**src/rtl/instr_enc.sv**
```systemverilog
// MIPS instruction encoder feeding a 2-entry output FIFO with a valid/ready handshake.
// Optional macro INSTR_ENC_DWORD_EN enables the LD/SD kinds (14/15); otherwise they are illegal.
module instr_enc (
  input  logic        clk,
  input  logic        reset,
  input  logic        in_valid,
  output logic        in_ready,
  input  logic [3:0]  in_kind,
  input  logic [4:0]  in_rs,
  input  logic [4:0]  in_rt,
  input  logic [4:0]  in_rd,
  input  logic [15:0] in_imm,
  input  logic [25:0] in_target,
  output logic        out_valid,
  input  logic        out_ready,
  output logic [31:0] out_instr,
  output logic        err,
  output logic [15:0] enc_count
);

  logic [31:0] enc_word;
  logic        enc_legal;

  logic [1:0]  occ_q, occ_d;
  logic [31:0] head_q, head_d, tail_q, tail_d;
  logic        in_ready_q, err_q;
  logic [15:0] cnt_q;
  logic        acc, push, pop;

  always_comb begin
    enc_legal = 1'b1;
    enc_word  = '0;
    case (in_kind)
      4'd0:  enc_word = {6'b000000, in_rs, in_rt, in_rd, 5'b00000, 6'b100000};
      4'd1:  enc_word = {6'b000000, in_rs, in_rt, in_rd, 5'b00000, 6'b100010};
      4'd2:  enc_word = {6'b000000, in_rs, in_rt, in_rd, 5'b00000, 6'b100100};
      4'd3:  enc_word = {6'b000000, in_rs, in_rt, in_rd, 5'b00000, 6'b100101};
      4'd4:  enc_word = {6'b000000, in_rs, in_rt, in_rd, 5'b00000, 6'b101010};
      4'd5:  enc_word = {6'b100011, in_rs, in_rt, in_imm};
      4'd6:  enc_word = {6'b101011, in_rs, in_rt, in_imm};
      4'd7:  enc_word = {6'b001000, in_rs, in_rt, in_imm};
      4'd8:  enc_word = {6'b001100, in_rs, in_rt, in_imm};
      4'd9:  enc_word = {6'b001101, in_rs, in_rt, in_imm};
      4'd10: enc_word = {6'b001010, in_rs, in_rt, in_imm};
      4'd11: enc_word = {6'b000100, in_rs, in_rt, in_imm};
      4'd12: enc_word = {6'b000101, in_rs, in_rt, in_imm};
      4'd13: enc_word = {6'b000010, in_target};
`ifdef INSTR_ENC_DWORD_EN
      4'd14: enc_word = {6'b110111, in_rs, in_rt, in_imm};
      4'd15: enc_word = {6'b111111, in_rs, in_rt, in_imm};
`else
      4'd14: enc_legal = 1'b0;
      4'd15: enc_legal = 1'b0;
`endif
      default: enc_legal = 1'b0;
    endcase
  end

  // Illegal kinds still complete the handshake but never reach the FIFO.
  assign acc  = in_valid && in_ready_q;
  assign push = acc && enc_legal;
  assign pop  = (occ_q != 2'd0) && out_ready;

  assign occ_d = occ_q + {1'b0, push} - {1'b0, pop};

  // head_q is always the oldest word; a push lands in head when head is free after this edge.
  always_comb begin
    head_d = head_q;
    tail_d = tail_q;
    if (pop) head_d = tail_q;
    if (push) begin
      if (occ_q == 2'd0 || (occ_q == 2'd1 && pop)) head_d = enc_word;
      else                                         tail_d = enc_word;
    end
  end

  always_ff @(posedge clk or negedge reset) begin
    if (!reset) begin
      occ_q      <= 2'd0;
      head_q     <= '0;
      tail_q     <= '0;
      in_ready_q <= 1'b0;
      err_q      <= 1'b0;
      cnt_q      <= '0;
    end else begin
      occ_q      <= occ_d;
      head_q     <= head_d;
      tail_q     <= tail_d;
      in_ready_q <= (occ_d != 2'd2);
      err_q      <= acc && !enc_legal;
      cnt_q      <= cnt_q + {15'd0, pop};
    end
  end

  assign in_ready  = in_ready_q;
  assign out_valid = (occ_q != 2'd0);
  assign out_instr = head_q;
  assign err       = err_q;
  assign enc_count = cnt_q;

endmodule

```
**config.mk**
```make
export PLATFORM = sky130hd
export DESIGN_NAME = instr_enc
export DESIGN_NICKNAME = d
export VERILOG_FILES = /design/src/rtl/instr_enc.sv
export SDC_FILE = /design/constraint.sdc
export NUM_CORES = 1
export LEC_CHECK = 0
export BUFFER_PORTS_ARGS = -buffer_cell sky130_fd_sc_hd__clkbuf_2
export CAP_MARGIN = 10
export CORE_MARGIN = 2
export CORE_UTILIZATION = 45
export DETAILED_ROUTE_END_ITERATION = 8
export PLACE_DENSITY = 0.7
export SYNTH_ARGS = -nofsm -noshare
export SYNTH_HDL_FRONTEND = slang
export SYNTH_SLANG_ARGS = --single-unit
```
**constraint.sdc**
```tcl
create_clock -name clk -period 5.5 [get_ports clk]
set_clock_uncertainty 0.1 [all_clocks]
set_input_delay 1.1 -clock clk [delete_from_list [all_inputs] [get_ports clk]]
set_output_delay 1.1 -clock clk [all_outputs]
set_load 0.1 [all_outputs]
```
==> results of run 1 <==
## metal layers
metal  global-route usage [%]  vias to the layer above  wire length, um
met5                        0                        -                0
met4                     4.72                        0               80
met3                     4.45                       12              546
met2                     35.9                      100             5290
met1                     28.0                     1855             4790
li1                         -                     1869                -
## critical path: stages
cell and delay (ps):
clkbuf_2 530, nor2_1 520, mux2_4 370, a222oi_1 460
a21oi_1 140
## through the flow
step | cells | area, um^2 | total power (uW) | setup slack [ps] | hold WS, ps
after floorplan | 463 | 4360 | 2490 | 2610 | 351
after global placement | 674 | 4990 | 2810 | 2190 | 363
after detailed placement | 674 | 4990 | 2840 | 2130 | 375
after CTS | 690 | 5220 | 3350 | 2520 | 388
after global routing | 690 | 5220 | 3510 | 2330 | 405
final | 690 | 5220 | 3330 | 2480 | 376
## cell usage in the layout (no fill, tap or decap), types with 4 or more instances in the layout
| cell type | synthesis | layout |
|---|---|---|
| clkbuf_2 | 0 | 114 |
| dfrtp_1 | 83 | 83 |
| nand2_1 | 51 | 51 |
| a21oi_1 | 40 | 40 |
| a211oi_1 | 31 | 31 |
| and2_1 | 30 | 30 |
| o21ai_1 | 25 | 24 |
| nand3_1 | 18 | 18 |
| xnor2_1 | 15 | 15 |
| inv_1 | 14 | 14 |
| a22oi_1 | 11 | 11 |
| o22ai_1 | 11 | 11 |
| o21ai_0 | 11 | 11 |
| and3_1 | 9 | 9 |
| clkbuf_8 | 0 | 9 |
| nor2_1 | 8 | 8 |
| nand2b_1 | 8 | 8 |
| nor3b_1 | 7 | 7 |
| mux2_1 | 6 | 6 |
| a32o_1 | 6 | 6 |
| a221oi_1 | 6 | 6 |
| buf_4 | 1 | 5 |
| nor2b_1 | 4 | 4 |
| a222oi_1 | 4 | 4 |
| ha_1 | 4 | 4 |
## logic make-up after synthesis
kind of cell               synth area share [%]
AOI/OAI and AO/OA                          22.6
and+or+nand+nor                            17.4
DFF                                        47.6
buffers and inverters                      4.99
xor gates and xnor gates                   3.62
muxes                                      2.61
adders and majority gates                  1.15
## area by class of cell
class	instances	area, um^2
Clock buffer	9	124
Clock inverter	7	105
Fill cell	887	4110
Inverter	15	56.3
Multi-Input combinational cell	328	2090
Sequential cell	83	2080
Tap cell	129	161
Timing Repair Buffer	119	608
## worst paths after layout
check,start,endpoint,slack (ps)
hold / removal,enc_count[15]$_DFF_PN0_,enc_count[15]$_DFF_PN0_,380
setup reg to reg,occ_q[1]$_DFF_PN0_,in_ready$_DFF_PN0_,2740
setup / recovery,in_kind[0],out_instr[15]$_DFF_PN0_,2480
min in group asynchronous,reset,out_instr[16]$_DFF_PN0_,820
hold reg to reg,enc_count[15]$_DFF_PN0_,enc_count[15]$_DFF_PN0_,380
max in group asynchronous,reset,tail_q[7]$_DFFE_PN0P_,3790
## report_power, final
group          internal [uW]  switching, uW
logic                    369           1440
clock network            264            239
registers                857            161
## sequential cells by signal (all words and copies together) (netlist names)
| signal | count |
|---|---|
| enc_count | 16 |
| err | 1 |
| in_ready | 1 |
| occ_q | 2 |
| out_instr | 32 |
| tail_q | 31 |
==> results.json, run 1 <==
{
  "core.rowCount": 35,
  "synth_cells": 463,
  "place_congestion": 0.823,
  "antenna_found_initial": 0,
  "viasPerCell": 5.56,
  "synth-main-ff-cell": "dfrtp_1",
  "synth_cell_types": 43,
  "grt_overflow": 0,
  "ys_warn_count": 0,
  "syn_nets": 532,
  "dp.final_hpwl_mm": 7.36,
  "post_cts_resize_count": 0,
  "period_minus_slack_ps": 3020,
  "vias": 3836,
  "die-area_mm2": 0.0105,
  "cts_made_buffers": 9,
  "num_io_pins": 116,
  "grt_pass1_wl_mm": 17.5,
  "drc": 0,
  "initial_core_util_pct": 46.7,
  "finalMaxSlewViolations": 0,
  "fin_setup_tns_ps": 0,
  "routed_wl_mm": 10.7,
  "cts_setup_buffers": 0,
  "cts-root-buf": "clkbuf_8",
  "hp-class": "reg -> reg",
  "whs_path_depth": 1,
  "cp.arrival_ps": 3140,
  "final_util_pct": 55.9,
  "final_net_count": 625,
  "seq_area_frac_synth_pct": 47.6,
  "yosysTopAreaCellShare_pct": 47.6,
  "netlist_area_mm2": 0.00436,
  "cts_tree": "done",
  "finalCritPeriodShare_pct": 55.0,
  "synth_largest_area_cell": "dfrtp_1",
  "grt_max_degree": 84,
  "grt_setup_unrepaired": "false",
  "synth_common_cells": "dfrtp_1, nand2_1, a21oi_1",
  "powerDensity_mw_per_mm2": 637,
  "final-hold-violation-count": 0,
  "clk_latency_ps": 350,
  "worstSetupPathType": "in -> reg",
  "p_leak_uw": 0.00247,
  "status": "finished clean",
  "end_kind": "register",
  "port_buffers": 115,
  "n_antenna_cell": 0,
  "synth_area_leaders": "dfrtp_1, a211oi_1, a21oi_1, nand2_1, and2_1",
  "synth.most_common_cell": "dfrtp_1",
  "cts_sinks": 83,
  "ys_ff_latch": 83,
  "ant_nets": 0,
  "maxClockFrequency_mhz": 331,
  "slew-limit-headroom_pct": 29.9,
  "ir_drop_v": 0.000436,
  "drtIter0Drc": 231,
  "synth_edf_count": 0,
  "post_drt_wl_per_cell_um": 15.5,
  "worstSetupStartpointType": "input port",
  "drive_gt1_share_pct": 25.7,
  "avgSynthCellArea_um2": 9.42,
  "worstMarginPinSlew_ps": 1050,
  "cts_hold_buf": 0,
  "drt-pass1-iter-count": 4,
  "setup_viol_count_final": 0,
  "path_max_fanout": 53,
  "path_clk_slew_ps": 90,
  "die_w_um": 102,
  "area_growth_pct": 19.7,
  "grt_pass1_vias": 3639,
  "worst-r2r-cell-count": 10,
  "worst_ep_required_time_ps": 5610,
  "synth-async-reset-ratio_pct": 100,
  "core_mm2": 0.00933,
  "clock_path_buffers": 2,
  "htree_num_levels": 3,
  "maxCapViolCount": 0,
  "grtUsageTotal_pct": 21.2,
  "die_y_um": 102
}
Note: power is estimated with default switching activity, not from simulation.
==> inputs of run 2 (changes only) <==
Settings changed: PLACE_DENSITY 0.7 to 0.73.
Clock period 5.5 ns to 2.6 ns, I/O delays scaled along.
==> run 2 against run 1 <==
Cell count is 1.4% higher. Register-to-register slack worse by 2200 ps. First-iteration DRC count shrank 24%. Worst setup slack got worse by 2000 ps. Critical endpoint is now out_valid.
==> results.json, run 2 (synthesized netlist as in run 1, its figures left out) <==
{
  "clockPowerShare_pct": 13.7,
  "maxClockFrequency_mhz": 460,
  "p_sw_uw": 3900,
  "maxCapViolCount": 0,
  "area_growth_pct": 21.3,
  "worstSetupPathType": "reg -> out",
  "clk_latency_ps": 360,
  "htree_num_levels": 3,
  "worst_ep_required_time_ps": 1980,
  "cts_hold_buf": 0,
  "core.rowCount": 35,
  "grtUsageTotal_pct": 21.9,
  "core_mm2": 0.00933,
  "pwr-share-comb_pct": 55.7,
  "crit_chain": "or2_2, clkbuf_2",
  "final_cell_mix": "clkbuf_2, dfrtp_1, nand2_1, a21oi_1, a211oi_1",
  "grt_max_degree": 64,
  "worstMarginPinSlew_ps": 723,
  "cp.arrival_ps": 1550,
  "status": "finished clean",
  "mostFrequentLayoutCell": "clkbuf_2",
  "post_drt_wl_per_cell_um": 16.2,
  "place_congestion": 0.861,
  "initial_core_util_pct": 46.7,
  "multi_input_area_mm2": 0.00209,
  "worst-r2r-cell-count": 7,
  "num_io_pins": 116,
  "power_uw": 6970,
  "vias": 3880,
  "internal_power_uw": 3070,
  "port_buffers": 115,
  "largest_register_ffs": 32,
  "final.fill_count": 847,
  "cts_made_buffers": 9,
  "ant_nets": 0,
  "viasPerCell": 5.54,
  "fin_setup_tns_ps": 0,
  "power_frac_seq_pct": 30.7,
  "finalMaxSlewViolations": 0,
  "drtIter0Drc": 175,
  "grt_pass1_wl_mm": 17.8,
  "period_minus_slack_ps": 2170,
  "antenna_found_initial": 0,
  "drc": 0,
  "setup_viol_count_final": 0,
  "critical_path_buf_inv_count": 1,
  "holdWs_ps": 41.8,
  "drt-pass1-iter-count": 5,
  "n_antenna_cell": 0,
  "die_y_um": 102,
  "drive_gt1_share_pct": 27.0,
  "cts_setup_buffers": 0,
  "slew-limit-headroom_pct": 51.8,
  "critPathTopFamily": "flip-flops",
  "p_sw_share_pct": 55.9,
  "powerDensity_mw_per_mm2": 1320,
  "die-area_mm2": 0.0105,
  "path_max_fanout": 5,
  "cts_tree": "done",
  "crit_cells": 2,
  "path_clk_slew_ps": 80,
  "slowest_stage": "dfrtp_1",
  "cts_sinks": 83,
  "final_util_pct": 56.7,
  "end_kind": "output port",
  "grt_pass1_vias": 3619,
  "critPathMaxStageDelay_ps": 490,
  "hp-class": "in -> async",
  "routed_wl_mm": 11.3,
  "post_cts_resize_count": 0,
  "final-hold-violation-count": 0,
  "grt_setup_unrepaired": "false",
  "final_net_count": 635,
  "p_leak_uw": 0.00251,
  "cts-root-buf": "clkbuf_8",
  "die_w_um": 102,
  "ir_drop_v": 0.000777,
  "dp.final_hpwl_mm": 7.88,
  "grt_overflow": 0,
  "clock_path_buffers": 2,
  "finalCritPeriodShare_pct": 83.6,
  "worstSetupStartpointType": "register",
  "register_area_mm2": 0.00208
}
-- run 2: changes by cell type in the layout (fill, tap and decap cells not counted), sizes merged --
cell    previous run  this run
clkinv             0         4
buf                5        15
inv               19        16
bufinv             2         1
-- run 2: worst paths after layout --
path | slack, ps | endpoint | start
setup reg to reg | 530 | enc_count[12]$_DFF_PN0_ | occ_q[1]$_DFF_PN0_
min in group clk | 370 | err$_DFF_PN0_ | in_kind[1]
hold reg to reg | 380 | enc_count[15]$_DFF_PN0_ | enc_count[15]$_DFF_PN0_
setup / recovery | 430 | out_valid | occ_q[1]$_DFF_PN0_
hold / removal | 40 | tail_q[12]$_DFFE_PN0P_ | reset
max in group asynchronous | 1720 | out_instr[2]$_DFF_PN0_ | reset
-- run 2: area by class of cell --
type                            count  area share, %
Clock inverter                      7           1.44
Tap cell                          129           3.05
Timing Repair Buffer              129           13.4
Clock buffer                        9           2.34
Inverter                           15           1.06
Multi-Input combinational cell    328           39.4
Sequential cell                    83           39.3
-- run 2: metal layers --
| layer | up-vias | track usage, % | wire length, um |
|---|---|---|---|
| met5 | - | 0 | 0 |
| met1 | 1866 | 29.1 | 5080 |
| met3 | 16 | 2.80 | 552 |
| li1 | 1880 | - | - |
| met4 | 0 | 8.41 | 214 |
| met2 | 118 | 36.5 | 5460 |
-- run 2: worst register-to-register path, stage by stage (launching register included) --
cell	delay, ps
dfrtp_1	490
o21ai_2	190
inv_1	120
ha_1	240
ha_1	240
and3_1	240
and3_1	210
xor2_1	130
-- run 2: power by group through the flow --
stage / combinational, uW / clock (uW) / sequential (uW)
2_1_floorplan: 1150 / 0 / 4120
3_3_place_gp: 3830 / 0 / 2140
3_5_place_dp: 3890 / 0 / 2170
4_1_cts: 3900 / 970 / 2140
5_1_grt: 4100 / 1020 / 2200
6_report: 3880 / 952 / 2140
-- run 2: metrics by stage --
stage	cells	setup WS (ps)	area, um^2
detailed placement	684	353	5090
CTS	700	401	5290
global placement	684	460	5090
finish	700	427	5290
floorplan	463	280	4360
global route	700	366	5290
